**src/rtl/vblank_update_scheduler_if.sv**
```systemverilog
// Request/acknowledge bundle between the vblank scheduler (master) and its update engines (slave).
interface vblank_update_scheduler_if #(
  parameter int unsigned N_STAGES = 4
);
  logic [N_STAGES-1:0] req;
  logic [N_STAGES-1:0] ack;

  modport master (output req, input ack);
  modport slave  (input req, output ack);
endinterface

```
**src/rtl/vblank_update_scheduler.sv**
```systemverilog
// Sequences per-frame update engines through a one-hot req/ack walk on each vblank entry.
// Optional per-stage watchdog is built only when WATCHDOG_EN is defined.
module vblank_update_scheduler #(
  parameter int unsigned N_STAGES  = 4,
  parameter int unsigned FRAME_DIV = 1,
  parameter int unsigned TIMEOUT   = 4095
) (
  input  logic                             pixel_clock,
  input  logic                             rst,
  input  logic                             enable,
  input  logic                             vblank,
  input  logic                             clr_overrun,
  vblank_update_scheduler_if.master        upd,
  output logic                             busy,
  output logic                             frame_done,
  output logic                             overrun,
  output logic                             timed_out,
  output logic [15:0]                      frame_cnt
);
  localparam int unsigned SW = (N_STAGES > 1) ? $clog2(N_STAGES) : 1;

  typedef enum logic [1:0] {IDLE, RUN, DONE} state_t;

  state_t              state_q, state_d;
  logic [SW-1:0]       stage_q, stage_d;
  logic [N_STAGES-1:0] req_q, req_d;
  logic                vblank_d;
  logic [3:0]          div_cnt;
  logic                vblank_rise, vblank_fall, start_ok;
  logic                stage_ack, stage_exp, stage_adv, last_stage, ovr_set;

  assign vblank_rise = vblank & ~vblank_d;
  assign vblank_fall = ~vblank & vblank_d;
  assign start_ok    = vblank_rise & enable & (div_cnt == '0);
  assign last_stage  = (stage_q == SW'(N_STAGES - 1));
  assign stage_ack   = upd.ack[stage_q];
  assign stage_adv   = (state_q == RUN) & (stage_ack | stage_exp);
  assign ovr_set     = (vblank_fall & (state_q == RUN)) | (start_ok & (state_q != IDLE));
  assign upd.req     = req_q;

`ifdef WATCHDOG_EN
  localparam int unsigned WW = (TIMEOUT > 1) ? $clog2(TIMEOUT + 1) : 1;
  logic [WW-1:0] wd_cnt;
  logic          timed_out_q;

  assign stage_exp = (state_q == RUN) & (wd_cnt == WW'(TIMEOUT - 1));
  assign timed_out = timed_out_q;

  // Counter restarts on every stage change, so each stage gets a full TIMEOUT budget.
  always_ff @(posedge pixel_clock or posedge rst) begin
    if (rst) begin
      wd_cnt      <= '0;
      timed_out_q <= 1'b0;
    end else begin
      if ((state_q != RUN) || stage_adv) wd_cnt <= '0;
      else                               wd_cnt <= wd_cnt + 1'b1;
      if (stage_exp & ~stage_ack) timed_out_q <= 1'b1;
      else if (clr_overrun)       timed_out_q <= 1'b0;
    end
  end
`else
  assign stage_exp = 1'b0;
  assign timed_out = 1'b0;
`endif

  always_ff @(posedge pixel_clock or posedge rst) begin
    if (rst) state_q <= IDLE;
    else     state_q <= state_d;
  end

  always_comb begin
    state_d = state_q;
    stage_d = stage_q;
    req_d   = req_q;
    case (state_q)
      IDLE: if (start_ok) begin
        state_d = RUN;
        stage_d = '0;
        req_d   = N_STAGES'(1);
      end
      RUN: if (stage_adv) begin
        if (last_stage) begin
          req_d   = '0;
          state_d = DONE;
        end else begin
          stage_d = stage_q + 1'b1;
          req_d   = req_q << 1;
        end
      end
      DONE:    state_d = IDLE;
      default: state_d = IDLE;
    endcase
  end

  always_comb begin
    busy       = (state_q != IDLE);
    frame_done = (state_q == DONE);
  end

  always_ff @(posedge pixel_clock or posedge rst) begin
    if (rst) begin
      stage_q   <= '0;
      req_q     <= '0;
      vblank_d  <= 1'b0;
      div_cnt   <= '0;
      frame_cnt <= '0;
      overrun   <= 1'b0;
    end else begin
      stage_q  <= stage_d;
      req_q    <= req_d;
      vblank_d <= vblank;
      if (vblank_rise & enable)
        div_cnt <= (div_cnt == 4'(FRAME_DIV - 1)) ? '0 : div_cnt + 1'b1;
      if (state_q == DONE) frame_cnt <= frame_cnt + 1'b1;
      if (ovr_set)          overrun <= 1'b1;
      else if (clr_overrun) overrun <= 1'b0;
    end
  end
endmodule

```
**src/flat_wrapper.sv**
```systemverilog
// flat-port wrapper written by rule: the top's interface ports become plain ports
module vblank_update_scheduler_flat 
#(
  parameter int unsigned N_STAGES  = 4,
  parameter int unsigned FRAME_DIV = 1,
  parameter int unsigned TIMEOUT   = 4095
)
  (pixel_clock, rst, enable, vblank, clr_overrun, busy, frame_done, overrun, timed_out, frame_cnt, upd_req, upd_ack);
  vblank_update_scheduler_if #(.N_STAGES(N_STAGES)) upd_i ();
  input  logic pixel_clock;
  input  logic rst;
  input  logic enable;
  input  logic vblank;
  input  logic clr_overrun;
  output logic busy;
  output logic frame_done;
  output logic overrun;
  output logic timed_out;
  output logic [15:0] frame_cnt;
  output wire logic [$bits(upd_i.req)-1:0] upd_req;
  input wire logic [$bits(upd_i.ack)-1:0] upd_ack;
  assign upd_req = upd_i.req;
  assign upd_i.ack = upd_ack;
  vblank_update_scheduler #(.N_STAGES(N_STAGES), .FRAME_DIV(FRAME_DIV), .TIMEOUT(TIMEOUT)) u_core (.pixel_clock(pixel_clock), .rst(rst), .enable(enable), .vblank(vblank), .clr_overrun(clr_overrun), .upd(upd_i), .busy(busy), .frame_done(frame_done), .overrun(overrun), .timed_out(timed_out), .frame_cnt(frame_cnt));
endmodule
```
**config.mk**
```make
export PLATFORM = sky130hd
export DESIGN_NAME = vblank_update_scheduler_flat
export DESIGN_NICKNAME = d
export VERILOG_FILES = /design/src/rtl/vblank_update_scheduler_if.sv /design/src/rtl/vblank_update_scheduler.sv /design/src/flat_wrapper.sv
export SDC_FILE = /design/constraint.sdc
export NUM_CORES = 1
export LEC_CHECK = 0
export CAP_MARGIN = 10
export CORE_ASPECT_RATIO = 1.2
export CORE_MARGIN = 2
export CORE_UTILIZATION = 44
export CTS_CLUSTER_DIAMETER = 40
export DETAILED_ROUTE_END_ITERATION = 6
export PLACE_DENSITY = 0.74
export SYNTH_ARGS = -nofsm -noshare
export SYNTH_HDL_FRONTEND = slang
export SYNTH_SLANG_ARGS = --single-unit
```
**constraint.sdc**
```tcl
create_clock -name pixel_clock -period 1.6 [get_ports pixel_clock]
set_input_delay 0.32 -clock pixel_clock [delete_from_list [all_inputs] [get_ports pixel_clock]]
set_output_delay 0.32 -clock pixel_clock [all_outputs]
set_load 0.01 [all_outputs]
```
==> results.md <==
- Avg Inst Size Synth: 11.2 um^2
- Post-synth net total: 140
- Initial antenna violation count: 0
- Max VDD drop: 1.03 mV
- Worst EP required: 1.83 ns
- Critical R2R Capture: u_core.upd.req[1]
- Final Max Tran Viols: 0
- Main area contributors after synthesis: dfrtp_1, xnor2_1, xor2_1
- Slack of the worst reg-to-reg path: 0.04 ns
- GR Util All Layers: 20.0%
- Finished Core Util: 70.8%
- Leak pwr: 1.23 nW
- Largest net degree at the start of global routing: 31
- Fin crit share: 97.2%
- Status: complete, no violations
- Hold-fix buffers, CTS: 0
- Crit start category: flop
- CTS tree: yes
- First-pass DRT Iterations: 4
- Area Growth Syn to Fin: 53.0%
- Routed Antenna Nets: 0
- Number of flops mapped to enable cells by yosys: 0
- Main synth FF type: dfrtp_1
- Final #Nets: 212
- Clock-pin transition on the worst setup and hold timing paths: 0.10 ns
- Die span in y: 66.4 um
- Hold Crit Class: in -> async
- Non-filler cells, final: 236
- Chip Width: 56.0 um
- Highest Clock Rate: 0.643 GHz
- Clock sink total: 30
- # setup viols final: 0
- Area share of the largest cell type after synthesis: 52.6%
- H-tree levels: 2
- R2R depth: 7
- Core ar.: 3080 um^2
- Synth area leader: dfrtp_1
- Yosys warns: 0
- Io pins: 33
- DP Cell Count: 208
- #FFs+latches synth: 30
- Sequential share of the synthesized area: 52.6%
- Initial cell density of the core: 46.3%
- Launch point of the worst reg-to-reg path: u_core.div_cnt[1]
- WS Path Type: reg -> reg
- Distinct cells, synth: 36
- Worst-case clock buffer depth: 2
- RSZ-0062 raised after global routing: yes
- Dpl hpwl: 2.19 mm
- Setup crit end kind: flop
- Final Hold Fails: 0
- Port Buffers: 31
- Layout cells sized above 1: 34.0%
- Initial DRC Count: 22
- Remaining global-route overflow: 0
- Fin area: 2180 um^2
- Clk_lat worst skew: 0.33 ns
- CTS buffer count: 5
- Worst EP arrival: 1.78 ns
- Via count: 1,241
- Post-placement setup slack: -0.263 ns
- Gpl congestion: 0.839
- First-pass GRT wire length: 5.80 mm
- Syn Inst Count: 127
- Antenna Cells: 0
- Mapped Area: 1430 um^2
- Min setup slack post-route: 0.0444 ns
- Power Density: 1260 nW/um^2
- # rows: 22
- Vias per cell: 5.26
- Async SR Flop Fraction: 100%
- Fin crit period: 1.56 ns
- CP max FO: 4
- DRC: 0
- Filler cells: 231
- Vias in the first global route: 1,373
- Post-DP Area: 1890 um^2
- Max cap viols: 0
- Die area: 3720 um^2
- Tot Pwr: 2.74 mW
- Final TNS setup: 0 ns
- Clk_skew: 0.00388 ns
- WL final: 3.26 mm
- Average wire per cell in the routed design: 13.8 um
- Hold slack: 0.356 ns
- CTS root buffer: clkbuf_4
## critical path: stages (launching register included)
cell	delay, ns
dfrtp_1	0.42
inv_1	0.08
ha_2	0.19
nand2b_4	0.07
nor4_4	0.23
buf_4	0.14
o21ai_2	0.06
a22o_2	0.26
## synthesized netlist by cell type (2+ instances only)
library cell / n
dfrtp_1: 30
inv_1: 8
nor2_1: 8
xnor2_1: 8
xor2_1: 8
nand2_1: 7
nand3_1: 6
a22o_2: 4
and3_1: 4
ha_1: 4
nand4_1: 4
o21ai_0: 4
a21oi_1: 3
mux2_2: 3
mux2i_1: 2
nand2b_1: 2
nand3b_1: 2
nor3_1: 2
## layer usage
metal	vias to the layer above	global-route usage [%]	share of wire, %
met5	-	0	0
met4	0	8.93	2.0
met1	608	20.5	38
met2	35	37.4	55
met3	8	5.68	4.9
li1	590	-	-
## placed cells by master (no fill, tap or decap), types with 2 or more instances in the layout
cell,synthesis,routed
buf_4,1,36
dfrtp_1,30,28
clkdlybuf4s50_1,0,16
dlymetal6s2s_1,0,9
inv_1,8,8
xor2_1,8,8
xnor2_1,8,8
nand2_1,7,7
nand3_1,6,6
nor2_1,8,5
clkbuf_4,0,5
nand4_1,4,4
and3_1,4,4
o21ai_0,4,4
a22o_2,4,4
dlygate4sd2_1,0,4
nor2_2,0,3
a21oi_1,3,3
mux2_2,3,3
ha_1,4,3
nand3b_1,2,2
mux2i_1,2,2
nor4_4,0,2
clkinv_2,0,2
dfrtp_2,0,2
## registers in the layout (all words and copies together) (netlist names)
register and flops:
u_core.upd.req 4, u_core.div_cnt 4, u_core.stage_q 2, u_core.vblank_d 1, u_core.state_q 2, u_core.frame_cnt 16, u_core.overrun 1
## power by group
part | total, mW | leakage (nW) | internal, mW | switching (mW)
logic | 1.09 | 0.788 | 0.617 | 0.470
clock network | 0.598 | 0.0450 | 0.323 | 0.275
registers | 1.06 | 0.396 | 0.915 | 0.143
## area by class of cell
| cell class | count | area, um^2 | share of cell area, % |
|---|---|---|---|
| multi-input cells | 87 | 683 | 31.3 |
| clock buffers | 5 | 37.5 | 1.72 |
| inverters | 8 | 30.0 | 1.38 |
| flip-flops and latches | 30 | 753 | 34.5 |
| repair buffers | 67 | 593 | 27.2 |
| well taps | 36 | 45.0 | 2.06 |
| clock inverters | 3 | 40.0 | 1.83 |
## cells by family after synthesis
family          after synthesis  synth area share [%]
simple gates                 42                  16.2
flops                        30                  52.6
compound gates               18                  9.30
xor+xnor                     16                  9.82
buf+inv                      10                  2.89
mux                           6                  5.35
fa+ha+maj                     4                  3.51
other cells                   1                 0.263
## worst max path at each step
stage,slack (ns),from,to,cells after the start
final,0.04,u_core.div_cnt[1],u_core.upd.req[1],7
after global routing,-0.02,u_core.div_cnt[1],u_core.upd.req[3],7
after CTS,0.005,u_core.frame_cnt[8],frame_cnt[8],1
after detailed placement,-0.26,upd_ack[0],u_core.upd.req[1],4
after global placement,-0.21,upd_ack[3],u_core.upd.req[3],4
after floorplan,0.09,u_core.stage_q[0],u_core.upd.req[1],3
## what timing repair did
action,CTS,global route
pin swaps,1,3
resized for setup,14,17
endpoints found under the hold margin,0,0
setup buffers,18,2
setup endpoints to repair,21,19
No activity file was read; power rests on OpenSTA's default activity.
